## src/rtl/ifu_if.sv

```systemverilog
// Instruction bus between the fetch unit (master) and instruction memory (slave).
// Grant/valid protocol: responses return in request order.
interface ifu_if #(
  parameter int unsigned ADDR_WIDTH = 32,
  parameter int unsigned DATA_WIDTH = 32
) ();
  logic                  req;
  logic [ADDR_WIDTH-1:0] addr;
  logic                  gnt;
  logic                  rvalid;
  logic [DATA_WIDTH-1:0] rdata;

  modport master (output req, addr, input gnt, rvalid, rdata);
  modport slave  (input req, addr, output gnt, rvalid, rdata);
endinterface

```

## src/rtl/ifu.sv

```systemverilog
// Instruction fetch unit: PC, in-order fetch over the grant/valid bus, 2-entry instruction
// FIFO toward if_id, with stall handling and redirect-driven discard of wrong-path responses.
module ifu #(
  parameter int unsigned           ADDR_WIDTH = 32,
  parameter int unsigned           DATA_WIDTH = 32,
  parameter logic [ADDR_WIDTH-1:0] RESET_ADDR = '0
) (
  input  logic                  clk_i,
  input  logic                  rst_i,
  input  logic                  stall_i,
  input  logic                  jump_flag_i,
  input  logic [ADDR_WIDTH-1:0] jump_addr_i,
  ifu_if.master                 ibus,
  output logic                  inst_valid_o,
  output logic [DATA_WIDTH-1:0] inst_o,
  output logic [ADDR_WIDTH-1:0] inst_addr_o
);
  localparam logic [DATA_WIDTH-1:0] Nop = DATA_WIDTH'(32'h0000_0013);

  typedef enum logic [0:0] {StRun, StDrain} state_e;

  state_e                state_q, state_d;
  logic [ADDR_WIDTH-1:0] pc_q, pc_d;
  logic [1:0]            cnt_q, cnt_d;
  logic [1:0]            live_q, live_d;
  logic [1:0]            drop_q, drop_d;
  logic [ADDR_WIDTH-1:0] fa_q [2];
  logic [ADDR_WIDTH-1:0] fa_d [2];
  logic [DATA_WIDTH-1:0] fi_q [2];
  logic [DATA_WIDTH-1:0] fi_d [2];
  logic [ADDR_WIDTH-1:0] aq_q [2];
  logic [ADDR_WIDTH-1:0] aq_d [2];

  logic       gnt, pop, rsp_live, rsp_drop, rsp_any;
  logic       fifo_wr, aq_wr;
  logic [2:0] credit;

  always_comb begin
    inst_valid_o = !rst_i && !jump_flag_i && (cnt_q != 2'd0);
    inst_o       = inst_valid_o ? fi_q[0] : Nop;
    inst_addr_o  = inst_valid_o ? fa_q[0] : '0;
    pop          = inst_valid_o && !stall_i;
    // Outstanding plus buffered words may never exceed the FIFO depth.
    credit       = 3'(live_q) + 3'(drop_q) + 3'(cnt_q) - 3'(pop);
    ibus.req     = !rst_i && !jump_flag_i && (credit < 3'd2);
    ibus.addr    = pc_q;
    gnt          = ibus.req && ibus.gnt;
    rsp_drop     = ibus.rvalid && (state_q == StDrain);
    rsp_live     = ibus.rvalid && (state_q == StRun) && (live_q != 2'd0);
    rsp_any      = rsp_drop || rsp_live;
    fifo_wr      = (cnt_q == 2'd1) && !pop;
    aq_wr        = (live_q == 2'd1) && !rsp_live;
  end

  always_comb begin
    pc_d   = pc_q;
    cnt_d  = cnt_q;
    live_d = live_q;
    drop_d = drop_q;
    fa_d   = fa_q;
    fi_d   = fi_q;
    aq_d   = aq_q;
    if (jump_flag_i) begin
      pc_d   = jump_addr_i & ~ADDR_WIDTH'(3);
      cnt_d  = '0;
      live_d = '0;
      // Everything still in flight becomes wrong-path.
      drop_d = drop_q + live_q + 2'(gnt) - 2'(rsp_any);
    end else begin
      if (gnt) pc_d = pc_q + ADDR_WIDTH'(4);
      if (rsp_live) aq_d[0] = aq_q[1];
      if (gnt) aq_d[aq_wr] = pc_q;
      live_d = live_q + 2'(gnt) - 2'(rsp_live);
      if (rsp_drop) drop_d = drop_q - 2'd1;
      if (pop) begin
        fa_d[0] = fa_q[1];
        fi_d[0] = fi_q[1];
      end
      if (rsp_live) begin
        fa_d[fifo_wr] = aq_q[0];
        fi_d[fifo_wr] = ibus.rdata;
      end
      cnt_d = cnt_q + 2'(rsp_live) - 2'(pop);
    end
  end

  always_comb begin
    state_d = state_q;
    unique case (state_q)
      StRun:   if (jump_flag_i && (drop_d != 2'd0)) state_d = StDrain;
      StDrain: if (drop_d == 2'd0) state_d = StRun;
      default: state_d = StRun;
    endcase
  end

  always_ff @(posedge clk_i) begin
    if (rst_i) begin
      state_q <= StRun;
      pc_q    <= RESET_ADDR;
      cnt_q   <= '0;
      live_q  <= '0;
      drop_q  <= '0;
      for (int i = 0; i < 2; i++) begin
        fa_q[i] <= '0;
        fi_q[i] <= '0;
        aq_q[i] <= '0;
      end
    end else begin
      state_q <= state_d;
      pc_q    <= pc_d;
      cnt_q   <= cnt_d;
      live_q  <= live_d;
      drop_q  <= drop_d;
      fa_q    <= fa_d;
      fi_q    <= fi_d;
      aq_q    <= aq_d;
    end
  end
endmodule

```

## src/flat_wrapper.sv

```systemverilog
// flat-port wrapper written by rule: the top's interface ports become plain ports
module ifu_flat 
#(
  parameter int unsigned           ADDR_WIDTH = 32,
  parameter int unsigned           DATA_WIDTH = 32,
  parameter logic [ADDR_WIDTH-1:0] RESET_ADDR = '0
)
  (clk_i, rst_i, stall_i, jump_flag_i, jump_addr_i, inst_valid_o, inst_o, inst_addr_o, ibus_req, ibus_addr, ibus_gnt, ibus_rvalid, ibus_rdata);
  ifu_if #(.ADDR_WIDTH(ADDR_WIDTH), .DATA_WIDTH(DATA_WIDTH)) ibus_i ();
  input  logic clk_i;
  input  logic rst_i;
  input  logic stall_i;
  input  logic jump_flag_i;
  input  logic [ADDR_WIDTH-1:0] jump_addr_i;
  output logic inst_valid_o;
  output logic [DATA_WIDTH-1:0] inst_o;
  output logic [ADDR_WIDTH-1:0] inst_addr_o;
  output wire logic [$bits(ibus_i.req)-1:0] ibus_req;
  output wire logic [$bits(ibus_i.addr)-1:0] ibus_addr;
  input wire logic [$bits(ibus_i.gnt)-1:0] ibus_gnt;
  input wire logic [$bits(ibus_i.rvalid)-1:0] ibus_rvalid;
  input wire logic [$bits(ibus_i.rdata)-1:0] ibus_rdata;
  assign ibus_req = ibus_i.req;
  assign ibus_addr = ibus_i.addr;
  assign ibus_i.gnt = ibus_gnt;
  assign ibus_i.rvalid = ibus_rvalid;
  assign ibus_i.rdata = ibus_rdata;
  ifu #(.ADDR_WIDTH(ADDR_WIDTH), .DATA_WIDTH(DATA_WIDTH), .RESET_ADDR(RESET_ADDR)) u_core (.clk_i(clk_i), .rst_i(rst_i), .stall_i(stall_i), .jump_flag_i(jump_flag_i), .jump_addr_i(jump_addr_i), .ibus(ibus_i), .inst_valid_o(inst_valid_o), .inst_o(inst_o), .inst_addr_o(inst_addr_o));
endmodule
```

## config.mk

```make
export PLATFORM = sky130hd
export DESIGN_NAME = ifu_flat
export DESIGN_NICKNAME = d
export VERILOG_FILES = /design/src/rtl/ifu_if.sv /design/src/rtl/ifu.sv /design/src/flat_wrapper.sv
export SDC_FILE = /design/constraint.sdc
export NUM_CORES = 1
export LEC_CHECK = 0
export BUFFER_PORTS_ARGS = -buffer_cell sky130_fd_sc_hd__buf_4
export CELL_PAD_IN_SITES_DETAIL_PLACEMENT = 1
export CELL_PAD_IN_SITES_GLOBAL_PLACEMENT = 1
export CORE_UTILIZATION = 35
export CTS_CLUSTER_DIAMETER = 120
export CTS_CLUSTER_SIZE = 24
export DETAILED_ROUTE_END_ITERATION = 7
export GPL_ROUTABILITY_DRIVEN = 0
export PLACE_DENSITY = 0.72
export SLEW_MARGIN = 10
export SYNTH_ARGS = -nofsm -noshare
export SYNTH_HDL_FRONTEND = slang
export SYNTH_SLANG_ARGS = --single-unit
```

## constraint.sdc

```tcl
create_clock -name clk_i -period 5 [get_ports clk_i]
set_clock_uncertainty 0.1 [all_clocks]
set_input_delay 0.25 -clock clk_i [delete_from_list [all_inputs] [get_ports clk_i]]
set_output_delay 0.25 -clock clk_i [all_outputs]
set_load 0.02 [all_outputs]
```

# After elaboration in Yosys (flattened, before gate mapping)
# Index checks and enable logic that the tools add are counted.
# Widths: inputs -> output; s select.
[classes]
add_sub_neg = 12
order_cmp = 5
n_eq_ne = 2
muxes = 25
bitwise = 4
reduce_logical = 27
[ops]
columns = ["cell", "count"]
rows = [
  ["$mux 32", 12],
  ["$bwmux 64", 3],
  ["$mux 64", 3],
  ["$demux 32 s1", 2],
  ["$add 32x3->32 const B", 1],
  ["$logic_and 1x1->1", 13],
  ["$reduce_bool 2->1", 4],
  ["$add 2x1->2", 3],
  ["$sub 2x1->2", 3],
  ["$logic_not 1->1", 5],
  ["$eq 2x1->1 const B", 2],
  ["$ge 2x2->1 const B", 2],
  ["$lt 2x1->1 const B", 2],
  ["$mux 2", 2],
  ["$not 1->2", 2],
  ["$reduce_and 2->1", 2],
  ["$add 2x2->3", 1],
  ["$add 3x2->3", 1],
  ["$lt 3x2->1 const B", 1],
  ["$sub 3x1->3", 1],
  ["$add 2x2->2", 1],
  ["$logic_not 2->1", 1],
  ["$mux 1", 2],
  ["$not 1->1", 2],
  ["4 further kinds", 4],
]
[word_totals]
register_bits = 231
inputBits = 70
output_inout_bits = 98
word_cells = 87

# Longest topological paths before layout
[logic_depth]
word_depth = 15
mapped_depth = 17
depth_no_buf = 14

# Worst setup path after synthesis
# OpenSTA, ideal clock, no wires.
[synth_path]
path_kind = "register to register"
startpoint = "reg u_core.cnt_q[0]"
endpoint = "reg u_core.state_q"
setup_time_ns = 0.058
arrival_time_ns = 3.731
required_time_ns = 4.842
slack_ns = 1.111
path_stages_with_launch = 18
n_path_buf = 3
synth_period_minus_slack_ns = 3.889
cell_sequence = "dfxtp_1 > nor2_1 > or4_1 > clkbuf_1 > xnor2_1 > ha_1 > a21o_1 > ha_1 > xnor3_1 > and3b_1 > buf_4 > inv_2 > clkbuf_1 > fa_1 > xnor2_1 > xnor2_1 > a211oi_1 > o22a_1"
[synth_between]
elab_chain_cells = 14
word_cells_on_any_way = 17
cone_classes = "add/sub: 4; order compare: 1; mux: 4; reduce/logical: 8"
[synth_rtl]
columns = ["element", "line", "rtl"]
rows = [
  ["start: declaration", "ifu.sv:24", "logic [1:0] cnt_q, cnt_d;"],
  ["start signal: assignment", "ifu.sv:111", "cnt_q <= cnt_d;"],
  ["parallel branches: the longest is 3 deep, another holds $add 3x2->3", "-", ""],
  ["$sub 3x1->3 *", "ifu.sv:44", "credit = 3'(live_q) + 3'(drop_q) + 3'(cnt_q) - 3'(pop);"],
  ["$lt 3x2->1 *", "ifu.sv:45", "ibus.req = !rst_i && !jump_flag_i && (credit < 3'd2);"],
  ["$logic_and 1x1->1 *", "ifu.sv:45", ""],
  ["$logic_and 1x1->1 *", "ifu.sv:47", "gnt = ibus.req && ibus.gnt;"],
  ["$add 2x1->2 *", "ifu.sv:68", "drop_d = drop_q + live_q + 2'(gnt) - 2'(rsp_any);"],
  ["$sub 2x1->2 *", "ifu.sv:68", ""],
  ["$mux 2 *", "ifu.sv:63", "if (jump_flag_i) begin"],
  ["$reduce_bool 2->1", "ifu.sv:90", "StRun: if (jump_flag_i && (drop_d != 2'd0)) state_d = StDrain;"],
  ["$logic_and 1x1->1", "ifu.sv:90", ""],
  ["$mux 1", "ifu.sv:90", ""],
  ["$pmux 1 s2 *", "ifu.sv:89", "unique case (state_q)"],
  ["end signal: assignment", "ifu.sv:98", "state_q <= StRun;"],
  ["end signal: assignment", "ifu.sv:109", "state_q <= state_d;"],
  ["end: declaration", "ifu.sv:22", "state_e state_q, state_d;"],
]
# Every way passes the cells marked *.
# A chain may end at the register's enable or synchronous reset.

# Worst setup path in the final report
[layout_path]
startpoint = "reg u_core.cnt_q[0]"
endpoint = "reg u_core.aq_q[63] (netlist name)"
[layout_between]
elab_chain_cells = 8
word_cells_on_any_way = 9
cone_classes = "add/sub: 2; order compare: 1; mux: 1; reduce/logical: 5"
[layout_rtl]
columns = ["element", "line", "rtl"]
rows = [
  ["parallel branches: the longest is 3 deep, another holds $add 3x2->3", "-", ""],
  ["$sub 3x1->3 *", "ifu.sv:44", ""],
  ["$lt 3x2->1 *", "ifu.sv:45", ""],
  ["$logic_and 1x1->1 *", "ifu.sv:45", ""],
  ["$logic_and 1x1->1 *", "ifu.sv:47", ""],
  ["$mux 64 *", "ifu.sv:72", "if (gnt) aq_d[aq_wr] = pc_q;"],
  ["end signal: assignment", "ifu.sv:116", "aq_q <= aq_d;"],
  ["end: declaration", "ifu.sv:31", "logic [ADDR_WIDTH-1:0] aq_q [2];"],
]
# Marks and branches as above.

==> impl_metrics.csv <==
group,metric,value,unit
worst_setup_path,timing.critical_path.required,5.22,ns
hold_path,hold_path.class,"input port to register",
clock_network,worstSkewPairLatency,0.48,ns
job,max_cap_violations,0,
finish,drive_gt1_frac,0.168,
clock_network,clkSinkCount,229,
power_and_ir_drop,cellPowerDensity,275,nW/um2
timing,final_period_minus_worst_setup_slack,4.17,ns
floorplanning,die_h,168,um
timing,setup_tns,0,ns
timing,timing.final.hold_violations,0,
worst_setup_path,crit_type,"register to register",
routing,drt_iter0_drc,841,
worst_setup_path,startpoint_type,"register",
clock_network,cts.repair.resized,0,
floorplanning,floorplan.initialDensity,0.358,
clock_network,cts_made_buffers,13,
finish,post_layout_instance_area,12100,um2
worst_setup_path,timing.reg2reg.setup_slack,0.83,ns
finish,layout.nets,1345,
worst_setup_path,timing.critical_path.slowest_cell_delay,0.58,ns
floorplanning,floorplan.io_pins,168,
power_and_ir_drop,maximum_vdd_drop,0.153,mV
timing,timing_worst_slew_pin_value,1.08,ns
timing,max_freq,240,MHz
placement,post-dp-hpwl,18500,um
synthesis,postSynthAreaPerCell,8.76,um2
outcome,status,"completed",
floorplanning,die_w,168,um
synthesis,yosys_warnings,0,
synthesis,synth.cell_area,9670,um2
timing,slew_viol_final,0,
routing,antenna_left,0,
power_and_ir_drop,power.static_leakage,4.49,nW
clock_network,clockRootBuffer,"clkbuf_16",
routing,vias,8916,
synthesis,yosysUniqueCellTypes,62,
grt,grt_antenna_before_repair,1,
routing,totalWireLength,30700,um
worst_setup_path,crit_chain,"nor2_1, or4_1, xnor2_1, ha_1, a21o_1, ha_1, xnor3_1, and3b_1, buf_4, nand2_2, buf_12, nor2_1, a211oi_1",
finish,finalCoreUtilization,0.447,
synthesis,synth-edff-count,0,
routing,drt_pre_antenna_iters,6,
clock_network,clock_transition_at_the_register_clock_pins_on_the_worst_setup_and_hold_paths_after_cts,0.10,ns
floorplanning,coreArea,27000,um2
timing,final_min_period_over_clock_period,0.833,
floorplanning,rows,60,
clock_network,tritoncts,"done",
grt,grt_max_degree,94,
grt,grt_remaining_overflow,0,
routing,drcViolationCount,0,
finish,syn2layout_area_growth,24.8,%
synthesis,synth.yosys.seq_area_share,0.474,
grt,track_usage,0.211,
clock_network,max_h_tree_level,1,
timing,finalSetupViolCount,0,
synthesis,synthesis.instances,1104,
worst_setup_path,worst_path_max_delay_cell,"or4_1",
floorplanning,fp.dieArea,28300,um2
clock_network,max-clock-path-buffers,3,
placement,portbufs,163,
timing,timing.slew.headroom,0.275,
timing,rsz0062_at_grt,"no",
routing,via_count_normalized_by_instance_count,5.56,
synthesis,synth-main-ff-cell,"dfxtp_1",
grt,first_global_vias,8995,
synthesis,asyncSetResetFlopFracSynth,0,
worst_setup_path,critPathCaptureType,"register",
finish,antenna-diode-count,0,
worst_setup_path,cp_data_arrival_time,4.39,ns
placement,placement.cell_area,11100,um2
worst_setup_path,timing.critical_path.fanout_max,32,
routing,wire_per_inst,19.1,um
grt,global_route_wire_length_before_repair,48600,um
synthesis,number_of_register_bits_inferred_by_synthesis,229,
## per-stage QoR
stage	worst slack, ns	cells	total power, mW	hold slack, ns
after global placement	0.955	1531	2.23	0.341
final	0.834	1605	3.32	0.0651
after detailed placement	0.864	1531	2.23	0.348
after floorplan	1.11	1105	2.10	0.286
after global routing	0.559	1605	3.45	0.0817
after CTS	0.854	1605	3.36	0.0453
## final timing paths
path	startpoint	end	cells after the start
worst min register to register	register	register	2
worst min-delay path	jump_addr_i[30]	u_core.ibus.addr[30]	4
worst max register to register	u_core.cnt_q[0]	u_core.aq_q[63]	13
worst max-delay path	u_core.cnt_q[0]	u_core.aq_q[63]	13
## cell usage after synthesis, drive strengths merged (6+ instances only)
cell    count  area, um2
buf        31        168
nand2     156        586
a222oi     64        641
or3        10       62.6
a31oi      15       93.8
o21ai      14       70.1
and2       70        438
dfxtp     229       4580
mux2i      62        621
a21oi      84        424
xnor2       7       61.3
clkbuf     65        244
nor2      148        561
nand4      11       68.8
ha          8        100
nor3        6       35.0
inv        16       60.1
o211ai      7       52.6
a211oi     32        240
nand3      11       55.1
## power by group
group	internal (mW)	switching, mW	total, mW
registers	1.86	0.0559	1.92
logic	0.149	0.166	0.315
clock network	0.476	0.608	1.08
total	2.49	0.830	3.32
## cells by family after synthesis
family,after synthesis,share of synthesized area
muxes,64,0.0669
other,1,0.000388
buffers and inverters,113,0.0492
xor gates and xnor gates,12,0.0123
DFF,229,0.474
AOI/OAI and AO/OA,241,0.179
adders and majority gates,10,0.0145
and+or+nand+nor,434,0.204
## routing by layer
layer  share of wire  vias to the layer above  track usage
met5         0.00042                        -            0
met3           0.043                       30       0.0263
met1            0.46                     4468        0.275
met4           0.015                        2       0.0455
met2            0.48                      191        0.371
li1                -                     4225            -
## cells in the final DEF (no fill, tap or decap), types with 9 or more instances in the layout
master	instances
buf_4	178
nand4_1	11
or3_1	9
inv_1	15
mux2i_1	62
a31oi_1	15
nor2_1	145
dlygate4sd3_1	60
a211oi_1	32
o21ai_0	14
clkbuf_16	13
nand3_1	11
a222oi_1	64
nand2_1	154
dfxtp_1	229
and2_1	68
a21oi_1	83
## layout make-up
cell class / count / area [um2]
fill: 3134 / 15000
sequential: 229 / 4580
timing repair buffer: 241 / 1990
inverter: 17 / 63.8
multi-input combinational: 763 / 4660
clock buffer: 13 / 325
clock inverter: 1 / 16.3
tap: 341 / 427
## critical path: cells and delay by family, from the launching register on
kind	cells	cell delay, ns
and+or+nand+nor	5	1.59
DFF	1	0.42
xor gates and xnor gates	2	0.53
adders and majority gates	2	0.47
buffers and inverters	2	0.63
AOI/OAI and AO/OA	2	0.25
## what timing repair did
item	in CTS	in global routing
setup endpoints to repair	0	0
hold buffers	60	0
buffers inserted	0	0
endpoints found under the hold margin	92	0
Note: power is estimated with default switching activity, not from simulation.
